### src/rtl/x_risc_pkg.sv
// Shared types and width constants for the integer pipeline.
// ALU opcodes and decode-side ALUOp classes live here so every stage agrees on the encoding.
package x_risc_pkg;

  localparam int unsigned XLEN   = 32;
  localparam int unsigned REG_AW = 5;

  typedef enum logic [3:0] {
    ADD = 4'b0000,
    SUB = 4'b0001,
    AND = 4'b0010,
    OR  = 4'b0011,
    XOR = 4'b0100,
    SLT = 4'b0111,
    SLL = 4'b1000,
    SRL = 4'b1001
  } alu_ctrl_t;

  typedef enum logic [1:0] {
    ALUOP_MEM    = 2'b00,
    ALUOP_BRANCH = 2'b01,
    ALUOP_RI     = 2'b10,
    ALUOP_RSVD   = 2'b11
  } alu_op_t;

endpackage

### src/rtl/id_ex_stage_if.sv
// Decode-to-EX bundle: decoded instruction with valid/ready in, registered EX operands with valid/ready out.
// master = decode/EX surroundings, slave = the ID/EX stage itself.
interface id_ex_stage_if #(
  parameter int unsigned XLEN   = 32,
  parameter int unsigned REG_AW = 5
);

  logic              in_valid;
  logic              in_ready;
  logic [XLEN-1:0]   RD1D;
  logic [XLEN-1:0]   RD2D;
  logic [XLEN-1:0]   ImmExtD;
  logic [REG_AW-1:0] Rs1D;
  logic [REG_AW-1:0] Rs2D;
  logic [REG_AW-1:0] RdD;
  logic [1:0]        ALUOpD;
  logic [2:0]        funct3D;
  logic              funct7b5D;
  logic              op5D;
  logic              ALUSrcD;
  logic              RegWriteD;

  logic              out_valid;
  logic              out_ready;
  logic [XLEN-1:0]   SrcAE;
  logic [XLEN-1:0]   SrcBE;
  logic [3:0]        ALUControlE;
  logic [XLEN-1:0]   WriteDataE;
  logic [REG_AW-1:0] RdE;
  logic              RegWriteE;

  modport master (
    output in_valid, RD1D, RD2D, ImmExtD, Rs1D, Rs2D, RdD,
           ALUOpD, funct3D, funct7b5D, op5D, ALUSrcD, RegWriteD,
    input  in_ready,
    input  out_valid, SrcAE, SrcBE, ALUControlE, WriteDataE, RdE, RegWriteE,
    output out_ready
  );

  modport slave (
    input  in_valid, RD1D, RD2D, ImmExtD, Rs1D, Rs2D, RdD,
           ALUOpD, funct3D, funct7b5D, op5D, ALUSrcD, RegWriteD,
    output in_ready,
    output out_valid, SrcAE, SrcBE, ALUControlE, WriteDataE, RdE, RegWriteE,
    input  out_ready
  );

endinterface

### src/rtl/id_ex_stage_alu_decoder.sv
// Pure combinational ALU-control decode from ALUOp/funct3/funct7b5/op5.
// Subtract only for R-type funct3=000 with bit 30 set; I-type ADDI never subtracts.
module alu_decoder
  import x_risc_pkg::*;
(
  input  alu_op_t    ALUOp,
  input  logic [2:0] funct3,
  input  logic       funct7b5,
  input  logic       op5,
  output alu_ctrl_t  ALUControl
);

  always_comb begin
    ALUControl = ADD;
    unique case (ALUOp)
      ALUOP_MEM:    ALUControl = ADD;
      ALUOP_BRANCH: ALUControl = SUB;
      ALUOP_RSVD:   ALUControl = ADD;
      ALUOP_RI: begin
        case (funct3)
          3'b000:  ALUControl = (funct7b5 && op5) ? SUB : ADD;
          3'b001:  ALUControl = SLL;
          3'b010:  ALUControl = SLT;
          3'b011:  ALUControl = ADD;
          3'b100:  ALUControl = XOR;
          3'b101:  ALUControl = SRL;
          3'b110:  ALUControl = OR;
          3'b111:  ALUControl = AND;
          default: ALUControl = ADD;
        endcase
      end
      default: ALUControl = ADD;
    endcase
  end

endmodule

### src/rtl/id_ex_stage.sv
// ID/EX pipeline register: decodes ALU control on the D side, registers the instruction,
// and presents EX/MEM- and MEM/WB-forwarded operands to the ALU.
module id_ex_stage #(
  parameter int unsigned XLEN   = 32,
  parameter int unsigned REG_AW = 5
) (
  input  logic              clk,
  input  logic              reset,
  id_ex_stage_if.slave      bus,
  input  logic              flush,
  input  logic [REG_AW-1:0] RdM,
  input  logic              RegWriteM,
  input  logic [XLEN-1:0]   ALUResultM,
  input  logic [REG_AW-1:0] RdW,
  input  logic              RegWriteW,
  input  logic [XLEN-1:0]   ResultW
);

  import x_risc_pkg::*;

  alu_ctrl_t         ctrl_d;
  alu_ctrl_t         ctrl_q;
  logic              valid_q;
  logic [REG_AW-1:0] rs1_q;
  logic [REG_AW-1:0] rs2_q;
  logic [REG_AW-1:0] rd_q;
  logic              regwrite_q;
  logic              alusrc_q;
  logic [XLEN-1:0]   rd1_q;
  logic [XLEN-1:0]   rd2_q;
  logic [XLEN-1:0]   imm_q;
  logic              ready_c;
  logic              accept;
  logic [XLEN-1:0]   fwd_a;
  logic [XLEN-1:0]   fwd_b;

  alu_decoder u_alu_decoder (
    .ALUOp      (alu_op_t'(bus.ALUOpD)),
    .funct3     (bus.funct3D),
    .funct7b5   (bus.funct7b5D),
    .op5        (bus.op5D),
    .ALUControl (ctrl_d)
  );

  always_comb begin
    ready_c = !valid_q || bus.out_ready;
    accept  = bus.in_valid && ready_c;
  end

  // Flush only needs to kill valid and the write-enable; the stale payload is harmless.
  always_ff @(posedge clk) begin
    if (reset) begin
      valid_q    <= 1'b0;
      ctrl_q     <= ADD;
      rs1_q      <= '0;
      rs2_q      <= '0;
      rd_q       <= '0;
      regwrite_q <= 1'b0;
      alusrc_q   <= 1'b0;
      rd1_q      <= '0;
      rd2_q      <= '0;
      imm_q      <= '0;
    end else if (flush) begin
      valid_q    <= 1'b0;
      regwrite_q <= 1'b0;
    end else if (accept) begin
      valid_q    <= 1'b1;
      ctrl_q     <= ctrl_d;
      rs1_q      <= bus.Rs1D;
      rs2_q      <= bus.Rs2D;
      rd_q       <= bus.RdD;
      regwrite_q <= bus.RegWriteD;
      alusrc_q   <= bus.ALUSrcD;
      rd1_q      <= bus.RD1D;
      rd2_q      <= bus.RD2D;
      imm_q      <= bus.ImmExtD;
    end else if (bus.out_ready) begin
      valid_q    <= 1'b0;
    end
  end

  // Forward sources are sampled live; the nearer (EX/MEM) producer wins, x0 is never forwarded.
  always_comb begin
    if (RegWriteM && (RdM != '0) && (RdM == rs1_q))
      fwd_a = ALUResultM;
    else if (RegWriteW && (RdW != '0) && (RdW == rs1_q))
      fwd_a = ResultW;
    else
      fwd_a = rd1_q;

    if (RegWriteM && (RdM != '0) && (RdM == rs2_q))
      fwd_b = ALUResultM;
    else if (RegWriteW && (RdW != '0) && (RdW == rs2_q))
      fwd_b = ResultW;
    else
      fwd_b = rd2_q;
  end

  always_comb begin
    bus.in_ready    = ready_c;
    bus.out_valid   = valid_q;
    bus.SrcAE       = fwd_a;
    bus.SrcBE       = alusrc_q ? imm_q : fwd_b;
    bus.WriteDataE  = fwd_b;
    bus.ALUControlE = ctrl_q;
    bus.RdE         = rd_q;
    bus.RegWriteE   = regwrite_q;
  end

endmodule

### src/flat_wrapper.sv
// flat-port wrapper written by rule: the top's interface ports become plain ports
module id_ex_stage_flat import x_risc_pkg::*;
#(
  parameter int unsigned XLEN   = 32,
  parameter int unsigned REG_AW = 5
)
  (clk, reset, flush, RdM, RegWriteM, ALUResultM, RdW, RegWriteW, ResultW, bus_in_valid, bus_RD1D, bus_RD2D, bus_ImmExtD, bus_Rs1D, bus_Rs2D, bus_RdD, bus_ALUOpD, bus_funct3D, bus_funct7b5D, bus_op5D, bus_ALUSrcD, bus_RegWriteD, bus_in_ready, bus_out_valid, bus_SrcAE, bus_SrcBE, bus_ALUControlE, bus_WriteDataE, bus_RdE, bus_RegWriteE, bus_out_ready);
  id_ex_stage_if #(.XLEN(XLEN), .REG_AW(REG_AW)) bus_i ();
  input  logic clk;
  input  logic reset;
  input  logic flush;
  input  logic [REG_AW-1:0] RdM;
  input  logic RegWriteM;
  input  logic [XLEN-1:0] ALUResultM;
  input  logic [REG_AW-1:0] RdW;
  input  logic RegWriteW;
  input  logic [XLEN-1:0] ResultW;
  input wire logic [$bits(bus_i.in_valid)-1:0] bus_in_valid;
  input wire logic [$bits(bus_i.RD1D)-1:0] bus_RD1D;
  input wire logic [$bits(bus_i.RD2D)-1:0] bus_RD2D;
  input wire logic [$bits(bus_i.ImmExtD)-1:0] bus_ImmExtD;
  input wire logic [$bits(bus_i.Rs1D)-1:0] bus_Rs1D;
  input wire logic [$bits(bus_i.Rs2D)-1:0] bus_Rs2D;
  input wire logic [$bits(bus_i.RdD)-1:0] bus_RdD;
  input wire logic [$bits(bus_i.ALUOpD)-1:0] bus_ALUOpD;
  input wire logic [$bits(bus_i.funct3D)-1:0] bus_funct3D;
  input wire logic [$bits(bus_i.funct7b5D)-1:0] bus_funct7b5D;
  input wire logic [$bits(bus_i.op5D)-1:0] bus_op5D;
  input wire logic [$bits(bus_i.ALUSrcD)-1:0] bus_ALUSrcD;
  input wire logic [$bits(bus_i.RegWriteD)-1:0] bus_RegWriteD;
  output wire logic [$bits(bus_i.in_ready)-1:0] bus_in_ready;
  output wire logic [$bits(bus_i.out_valid)-1:0] bus_out_valid;
  output wire logic [$bits(bus_i.SrcAE)-1:0] bus_SrcAE;
  output wire logic [$bits(bus_i.SrcBE)-1:0] bus_SrcBE;
  output wire logic [$bits(bus_i.ALUControlE)-1:0] bus_ALUControlE;
  output wire logic [$bits(bus_i.WriteDataE)-1:0] bus_WriteDataE;
  output wire logic [$bits(bus_i.RdE)-1:0] bus_RdE;
  output wire logic [$bits(bus_i.RegWriteE)-1:0] bus_RegWriteE;
  input wire logic [$bits(bus_i.out_ready)-1:0] bus_out_ready;
  assign bus_i.in_valid = bus_in_valid;
  assign bus_i.RD1D = bus_RD1D;
  assign bus_i.RD2D = bus_RD2D;
  assign bus_i.ImmExtD = bus_ImmExtD;
  assign bus_i.Rs1D = bus_Rs1D;
  assign bus_i.Rs2D = bus_Rs2D;
  assign bus_i.RdD = bus_RdD;
  assign bus_i.ALUOpD = bus_ALUOpD;
  assign bus_i.funct3D = bus_funct3D;
  assign bus_i.funct7b5D = bus_funct7b5D;
  assign bus_i.op5D = bus_op5D;
  assign bus_i.ALUSrcD = bus_ALUSrcD;
  assign bus_i.RegWriteD = bus_RegWriteD;
  assign bus_in_ready = bus_i.in_ready;
  assign bus_out_valid = bus_i.out_valid;
  assign bus_SrcAE = bus_i.SrcAE;
  assign bus_SrcBE = bus_i.SrcBE;
  assign bus_ALUControlE = bus_i.ALUControlE;
  assign bus_WriteDataE = bus_i.WriteDataE;
  assign bus_RdE = bus_i.RdE;
  assign bus_RegWriteE = bus_i.RegWriteE;
  assign bus_i.out_ready = bus_out_ready;
  id_ex_stage #(.XLEN(XLEN), .REG_AW(REG_AW)) u_core (.clk(clk), .reset(reset), .bus(bus_i), .flush(flush), .RdM(RdM), .RegWriteM(RegWriteM), .ALUResultM(ALUResultM), .RdW(RdW), .RegWriteW(RegWriteW), .ResultW(ResultW));
endmodule
### config.mk
export PLATFORM = sky130hd
export DESIGN_NAME = id_ex_stage_flat
export DESIGN_NICKNAME = d
export VERILOG_FILES = /design/src/rtl/x_risc_pkg.sv /design/src/rtl/id_ex_stage_if.sv /design/src/rtl/id_ex_stage_alu_decoder.sv /design/src/rtl/id_ex_stage.sv /design/src/flat_wrapper.sv
export SDC_FILE = /design/constraint.sdc
export NUM_CORES = 1
export LEC_CHECK = 0
export CORE_ASPECT_RATIO = 0.9
export CORE_MARGIN = 2
export CORE_UTILIZATION = 42
export CTS_CLUSTER_SIZE = 25
export DETAILED_ROUTE_END_ITERATION = 10
export PLACE_DENSITY = 0.84
export SYNTH_ARGS = -nofsm -noshare
export SYNTH_HDL_FRONTEND = slang
export SYNTH_HIERARCHICAL = 1
export SYNTH_SLANG_ARGS = --single-unit
### constraint.sdc
create_clock -name clk -period 3.2 [get_ports clk]
set_input_delay 0.64 -clock clk [delete_from_list [all_inputs] [get_ports clk]]
set_output_delay 0.64 -clock clk [all_outputs]
set_load 0.05 [all_outputs]
==> results, run 1 <==
- The flow ran to the end, but the final reports show violations.
- The number of cells on the worst reg-to-reg path is 6.
- Once layout is complete, the utilization of the core stands at 86.8%.
- In the global route stage, met3 resource usage came out at 10.2%.
- The number of hold-slack violations in the final timing report came to 0.
- Across the VDD grid, the largest voltage drop is 0.493 mV.
- The net switching share of the total power is 31.3%.
- On the critical path the largest part of the delay comes from buffers and inverters.
- The vertical die dimension is 122 um.
- The internal power is 0.00359 W.
- The share of flip-flops with an asynchronous set or reset is 0%.
- The layout filler cell count is 711.
- Yosys mapped a number of flops with a built-in enable equal to 0.
- The number of global-route vias before repair is 8,517.
- The arrival time of the worst setup path is 2.66 ns.
- The number of warnings reported in the yosys synthesis log is 6.
- The post-route clock skew is 0.00657 ns.
- The number of input and output port buffers inserted is 308.
- Power spread over the standard cell area amounts to 395 nW/um^2.
- Combinational cells account for 33.2% of the total power.
- The delay contributed by the slowest stage of the critical path is 0.54 ns.
- The clock drives 118 sinks.
- The H-tree was split into 4 levels.
- For this design the top-level I/O count stands at 309.
- From left edge to right edge, the die measures 135 um.
- The mean routed wirelength per cell is 24.0 um.
- The synthesized netlist contains 36 unique library cells.
- The overall routing resource usage is 36.2%.
- The initial utilization of the core area, before any placement, comes to 42.5%.
- The met2 usage in global routing is 63.6%.
- Yosys attributes the largest share of cell area to dfxtp_1, nand2_1, a21oi_1.
- The worst setup path is of the in2out kind.
- The number of DRC violations after detailed-routing iteration 0 is 778.
- The number of nets in the finished design is 1,415.
- In this design, the critical path's most frequently occurring cell is buf_12.
- For this design the total switching power over the nets is 0.00164 W.
- The clock tree root buffer cell is clkbuf_16.
- Setup violations remaining at the end of the flow were counted as 40.
- For this run, the leading register cell type out of synthesis is dfxtp_1.
- Using the TritonRoute via totals, the vias-per-cell ratio works out to 5.96.
- After global routing the overflow that remains totals 0.
- The number of iterations in the first detailed-routing pass is 6.
- At the end of routability-driven placement, the weighted congestion stood at 0.968.
- Across all setup checks in the final design, the least slack found is -0.101 ns.
- In the routed design, unresolved DRC markers number 0.
- Synthesis produced a netlist whose cell count is 855.
- Timing would allow up to 303 MHz.
- The critical path startpoint category is a primary input.
- The share of power burned in registers is 30.6%.
- The first-pass GRT wire length is 45,700 um.
- The pin count of the biggest net entering global routing is 75.
- The number of antenna violations at the first check in global routing is 2.
- The final reports fail on negative setup slack.
- The fraction of final layout cells with drive strength greater than 1 is 37.0%.
- The standard cell with the maximum stage delay on the critical path is or4_4.
- The min-delay analysis places its worst path in the category reg2reg.
- For flop-to-flop paths, the worst setup slack is 1.37 ns.
- The number of rows created at floorplan is 43.
- The end point of the critical path is bus_SrcBE[5].
- Walking the worst path, the cells encountered are buf_6 -> or4_4 -> buf_6 -> o211ai_4 -> buf_12 -> buf_12 -> o21ai_4 -> a31oi_4 -> mux2_4 -> buf_12.
- Across the whole layout, storage elements account for 2370 um^2.
- The total standard cell area after synthesis is 6480 um^2.
- Clock latency on the worst-skew pair, taken at its later pin, is 0.41 ns.
- Leaving out fill and tap cells, the most frequent cells in the layout are nand2_1, clkdlybuf4s50_1, a21oi_1.
- The area growth from synthesis to layout is 104%.
- The clock input transition at the sequential cells of the worst setup and hold paths is 0.05 ns.
- The library cell used most frequently in the layout, excluding fill and tap cells, is nand2_1.
- Total power for the finished layout comes to 0.00523 W.
- Across the run, the number of max-cap violations was 0.
- The proportion of power drawn by the clock network is 36.2%.
- The time the worst path needs with I/O delays and setup is 3.30 ns.
- The floorplan step defined a die boundary enclosing 16,400 um^2.
- The number of CTS-inserted buffers is 17.
- The most congested layer reported by global routing is met2.
- Counting along the longest clock path gives a buffer depth of 2.
- The worst path buffer plus inverter count is 5.
- The total of flip-flops plus latches after synthesis is 118.
- The multi-input gate area in the final layout is 5020 um^2.
- The final critical path takes up 103% of the cycle.
- The data required time of the worst path is 2.56 ns.
- The region available for standard cell placement spans 15,200 um^2.
- The net count after synthesis is 1,058.
- The met1 track demand over resource in global routing is 38.5%.
- The worst setup path is captured at a primary output.
- After synthesis, flip-flops and latches occupy 36.5% of the total area.
- Of all nets on the critical path, the largest fanout is 8.
- The synthesized design spends more area on one cell type than any other, namely dfxtp_1.
- The post-detailed-placement half-perimeter wirelength is 18,900 um.
- The area share of the leading cell type in the synthesized netlist is 36.5%.
- Setup repair after global routing could not meet its margin everywhere.
- The final route contains 8,480 vias.
- The leakage power figure is 4.76 nW.
- The endpoint identified for the worst register-to-register timing path is u_core/rd2_q[4].
- The start of the worst register-to-register path is u_core/bus.out_valid.
- The logic depth of the worst setup path including buffers is 10.
- The max-slew violation count is 0.
- The overall routed net length is 34,100 um.
- TritonCTS built the clock tree.
- The average instance area after synthesis is 7.57 um^2.
- The worst pin sits at a relative slew slack of 64.3%.
- The beginning of the critical path is RdW[4].
- For the pin with the worst max-slew slack, the measured transition is 0.536 ns.
- The detail route stage leaves a number of antenna-violating nets equal to 0.
## cell type report
type,count,area share (%)
Multi-Input combinational cell,658,38.0
Tap cell,202,1.91
Sequential cell,118,18.0
Timing Repair Buffer,412,37.7
Inverter,5,0.142
Clock buffer,24,3.80
Antenna cell,1,0.0189
Clock inverter,4,0.530
## state kept, by name, summed over array words and instances (netlist names)
name,cells
u_core/imm_q,32
u_core/rd1_q,32
u_core/rd2_q,32
u_core/bus.RdE,5
u_core/rs1_q,5
u_core/rs2_q,5
u_core/bus.ALUControlE,4
u_core/alusrc_q,1
u_core/bus.RegWriteE,1
u_core/bus.out_valid,1
## Yosys cell counts, types with 3 or more instances
cell type / n
nor2_1: 35
nand3_1: 33
a31oi_4: 10
o21ai_1: 32
inv_1: 5
buf_2: 13
mux2_2: 32
xor2_1: 7
a31oi_2: 10
xnor2_1: 14
nand2_1: 234
dfxtp_1: 118
mux2i_1: 33
buf_1: 7
buf_6: 3
nor3_1: 33
a31oi_1: 13
clkbuf_1: 50
a21oi_1: 149
## per-layer routing
layer  part of all wire [%]  vias up
li1                       -     3660
met1                     34     4010
met2                     49      618
met3                    9.9      190
met4                    6.5        2
met5                  0.035        -
## repair_timing
item	4_1_cts	5_1_grt
pin swaps	13	27
cloned	7	7
hold buffers	0	0
setup endpoints to repair	96	86
setup buffers	15	5
resized for setup	190	113
## power groups by stage
stage | Combinational (W) | Clock [W] | Sequential, W
3_3_place_gp | 0.00144 | 0 | 0.00161
5_1_grt | 0.00179 | 0.00197 | 0.00160
6_report | 0.00174 | 0.00189 | 0.00160
2_1_floorplan | 0.000694 | 0 | 0.00161
4_1_cts | 0.00162 | 0.00189 | 0.00159
3_5_place_dp | 0.00146 | 0 | 0.00161
## metrics by stage
stage / setup slack [ns] / instance area, um^2 / TNS, ns / hold WS [ns] / std cells
global route: -0.124 / 13200 / -3.23 / 0.473 / 1424
floorplan: -0.170 / 6840 / -0.183 / 0.433 / 855
detailed placement: -0.897 / 11100 / -47.19 / 0.445 / 1365
finish: -0.101 / 13200 / -1.52 / 0.452 / 1424
global placement: -0.860 / 11100 / -44.95 / 0.438 / 1365
CTS: -0.115 / 12700 / -2.03 / 0.453 / 1415
## worst reg2reg max path: stages, from the launching register on
cell,delay (ns)
dfxtp_1,0.34
nand2b_1,0.10
nand2_1,0.18
or2_4,0.39
buf_12,0.34
nand2_1,0.18
a21oi_1,0.21
## kinds of logic (layout without fill, tap and decap cells)
group	after synthesis	in the layout	synth area share [%]
simple gates	349	349	22.8
compound gates	221	221	21.4
xor+xnor	21	21	2.84
other cells	0	1	0
buf+inv	79	445	5.43
flops	118	118	36.5
fa+ha+maj	2	2	0.386
mux	65	65	10.7
## how the worst min path moves through the flow
stage / from / endpoint / slack [ns] / depth (start not counted)
2_1_floorplan: u_core/imm_q[10] / u_core/imm_q[10] / 0.43 / 2
3_3_place_gp: u_core/imm_q[4] / u_core/imm_q[4] / 0.44 / 2
3_5_place_dp: u_core/rd2_q[1] / u_core/rd2_q[1] / 0.45 / 2
4_1_cts: u_core/rd1_q[25] / u_core/rd1_q[25] / 0.45 / 2
5_1_grt: u_core/rd1_q[25] / u_core/rd1_q[25] / 0.47 / 2
6_report: u_core/bus.ALUControlE[0] / u_core/bus.ALUControlE[0] / 0.45 / 2
Note: power is estimated with default switching activity, not from simulation.
==> inputs of run 2 (changes only) <==
Settings changed: RECOVER_POWER from default to 100.
==> run 2 against run 1 <==
Net effect:
- the run ends with max-capacitance violations, max-slew violations, negative setup slack left
- cell count is the same
- clock-buffer cell count is the same
- flip-flop and latch count is the same
- sequential share of layout area grew 0.11 points
- clock power is essentially flat
- total power shrank 0.31%
- maximum frequency grew 0.23%
- final area shrank 0.60%
- first-iteration DRC count grew 7.1%
- combinational power is essentially flat
- clock skew grew 0.00097 ns
- largest power group unchanged
==> results, run 2 (synthesis gave the netlist of run 1 again) <==
- The routed length on met2 is 16,800 um (-0.11%).
- The clock latency on the worst-skew pair was 0.41 ns (about the same).
- The total power per unit cell area is 396 nW/um^2 (+0.28%).
- The number of vias per cell was 5.98 (+0.44%).
- The vertical die dimension is 122 um (unchanged).
- The time the worst path needs with I/O delays and setup is 3.29 ns (-0.00765 ns).
- The number of routed nets with antenna violations is 0 (unchanged).
- The number of setup violations in the final report is 53 (+33%).
- TritonCTS built the clock tree.
- The maximum clock frequency is 304 MHz (+0.23%).
- The final worst-path cycle share is 103% (-0.24 points).
- The max-slew violation count is 46 (+46).
- The multi-input gate area in the final layout is 5000 um^2 (-0.32%).
- The clock tree root buffer cell is clkbuf_16.
- The largest driver fanout on the critical path is 6 (-2).
- The highest layer touched by signal routing is met5.
- The post-route cell area was 13,100 um^2 (-0.60%).
- The delay contributed by the slowest stage of the critical path came to 0.56 ns (+0.02 ns).
- The number of buffers on the longest clock path came to 2 (unchanged).
- The post-route clock skew is 0.00754 ns (+0.000974 ns).
- The core area is 15,200 um^2 (unchanged).
- The layout-stage area growth over the synthesis result is 103%.
- The total die area is 16,400 um^2 (unchanged).
- The run finished, with violations left.
- The number of DRC violations after detailed-routing iteration 0 is 833 (+7.1%).
- The level count of the clock H-tree is 4 (unchanged).
- The global route total overflow is 0 (unchanged).
- The max-slew headroom at the worst pin is -44.9% (-110 points).
- The effective utilization at floorplan was 42.5% (unchanged).
- The post-placement worst setup slack is -0.897 ns (unchanged).
- The final instance count without filler cells is 1,424 (unchanged).
- The data required time of the worst path is 2.56 ns (about the same).
- The number of rows created at floorplan was 43 (unchanged).
- The number of placed instances, taps included was 1,365 (unchanged).
- The post-route DRC violation count is 0 (unchanged).
- The overall routed net length is 34,100 um (about the same).
- The number of input and output port buffers inserted is 308 (unchanged).
- The critical path in this run is classified as in2out.
- The count of clock tree sinks is 118 (unchanged).
- The pin count of the biggest net entering global routing was 75 (unchanged).
- The post-route met1 wirelength is 11,700 um (-0.20%).
- The leakage power figure was 4.77 nW (about the same).
- The most numerous cell type found on the critical path is buf_6.
- The arrival time of the worst setup path is 2.65 ns (about the same).
- The number of global-route vias before repair is 8,517 (unchanged).
- The setup TNS after final layout is -1.78 ns (-0.254 ns).
- Traced cell by cell, the critical path runs through buf_6 -> buf_6 -> xor2_4 -> or4b_4 -> buf_12 -> buf_12 -> o21ai_2 -> buf_6 -> a31oi_4 -> mux2_4 -> buf_8.
- The endpoint type of the worst setup path is a primary output.
- The library cells used most frequently in the layout, excluding fill and tap cells, are nand2_1, clkdlybuf4s50_1, a21oi_1.
- The met3 wire length is 3470 um (+3.0%).
- The number of vias in the routed layout is 8,517 (+0.44%).
- Setup repair after global routing could not meet its margin everywhere.
- The number of hold-slack violations in the final timing report is 0 (unchanged).
- The standard cell area after detailed placement is 11,100 um^2 (unchanged).
- The standard cell with the maximum stage delay on the critical path is or4b_4.
- The number of max-cap violations is 1 (+1).
- The number of nets in the finished design came to 1,415 (unchanged).
- STA classifies the critical path startpoint as a primary input.
- Leaving out fill and tap cells, the most frequent cell in the layout is nand2_1.
- The number of CTS-inserted buffers is 17 (unchanged).
- The overall routing resource usage was 36.2% (unchanged).
- The layout filler cell count is 731 (+2.8%).
- The measured slew at the worst slew-check pin is 2.17 ns (+1.64 ns).
- The die width is 135 um (unchanged).
- The worst supply voltage drop on vdd is 0.492 mV (-0.32%).
- The number of iterations in the first detailed-routing pass was 5 (-1).
- The final reports fail on max-capacitance violations, max-slew violations, negative setup slack.
- The clock input transition at the sequential cells of the worst setup and hold paths is 0.06 ns (about the same).
- The total power is 0.00521 W (-0.31%).
- The largest registers in the layout are u_core/imm_q: 32 flops, u_core/rd1_q: 32 flops, u_core/rd2_q: 32 flops.
- The first-pass GRT wire length is 45,700 um (unchanged).
- The mean routed wirelength per cell is 24.0 um (about the same).
- The kind of path behind the tightest hold check is reg2reg.
- The post-detailed-placement half-perimeter wirelength is 18,900 um (unchanged).
- The number of top-level pins is 309 (unchanged).
- The area taken by flip-flops and latches was 2370 um^2 (unchanged).
- The fraction of final layout cells with drive strength greater than 1 came to 36.8% (-0.25 points).
- The weighted congestion at the end of routability-driven global placement is 0.968 (unchanged).
- The number of antenna violations at the first check in global routing is 2 (unchanged).
- The final critical-path setup slack is -0.0930 ns (+0.00765 ns).
==> run 2: path summary, 6_finish.rpt <==
check / from / endpoint / slack, ns / depth (start not counted)
max: RdW[4] / bus_SrcBE[18] / -0.09 / 11
min: u_core/bus.ALUControlE[0] / u_core/bus.ALUControlE[0] / 0.45 / 2
max reg2reg: u_core/bus.out_valid / u_core/rd2_q[4] / 0.45 / 6
min reg2reg: u_core/bus.ALUControlE[0] / u_core/bus.ALUControlE[0] / 0.45 / 2
==> run 2: worst max-delay path, delay by kind of cell <==
kind / cells / cell delay (ns)
buffers and inverters: 6 / 0.80
XOR/XNOR: 1 / 0.15
AO/OA/AOI/OAI: 2 / 0.20
multiplexers: 1 / 0.30
AND/OR/NAND/NOR: 1 / 0.56
==> run 2: what timing repair did <==
action / in CTS / in global routing
endpoints found under the setup margin: 96 / 86
pin swaps: 13 / 27
buffers inserted: 15 / 5
cloned: 7 / 7
hold buffers: 0 / 0
gates resized for setup: 190 / 113
==> run 2: area by class of cell <==
type	count	share of cell area (%)
multi-input cells	658	38.1
flip-flops and latches	118	18.1
clock buffers	24	3.82
diodes	1	0.0190
well taps	202	1.92
repair buffers	412	37.4
clock inverters	4	0.533
inverters	5	0.143
==> run 2: through the flow <==
step,utilization (%),hold WS [ns]
2_1_floorplan,-,0.433
3_3_place_gp,72.6,0.438
3_5_place_dp,72.6,0.445
4_1_cts,83.3,0.453
5_1_grt,86.3,0.471
6_report,86.3,0.449
==> run 2: power by group <==
part,total [W],internal (W),switching (W)
combinational,0.00172,0.000807,0.000912
clock,0.00189,0.00123,0.000661
sequential,0.00160,0.00154,0.0000602
==> run 2: per-layer routing <==
layer | vias to the layer above | track usage, %
met2 | 630 | 63.6
met4 | 2 | 22.2
met1 | 4032 | 38.5
met3 | 194 | 10.2
li1 | 3659 | -
met5 | - | 0
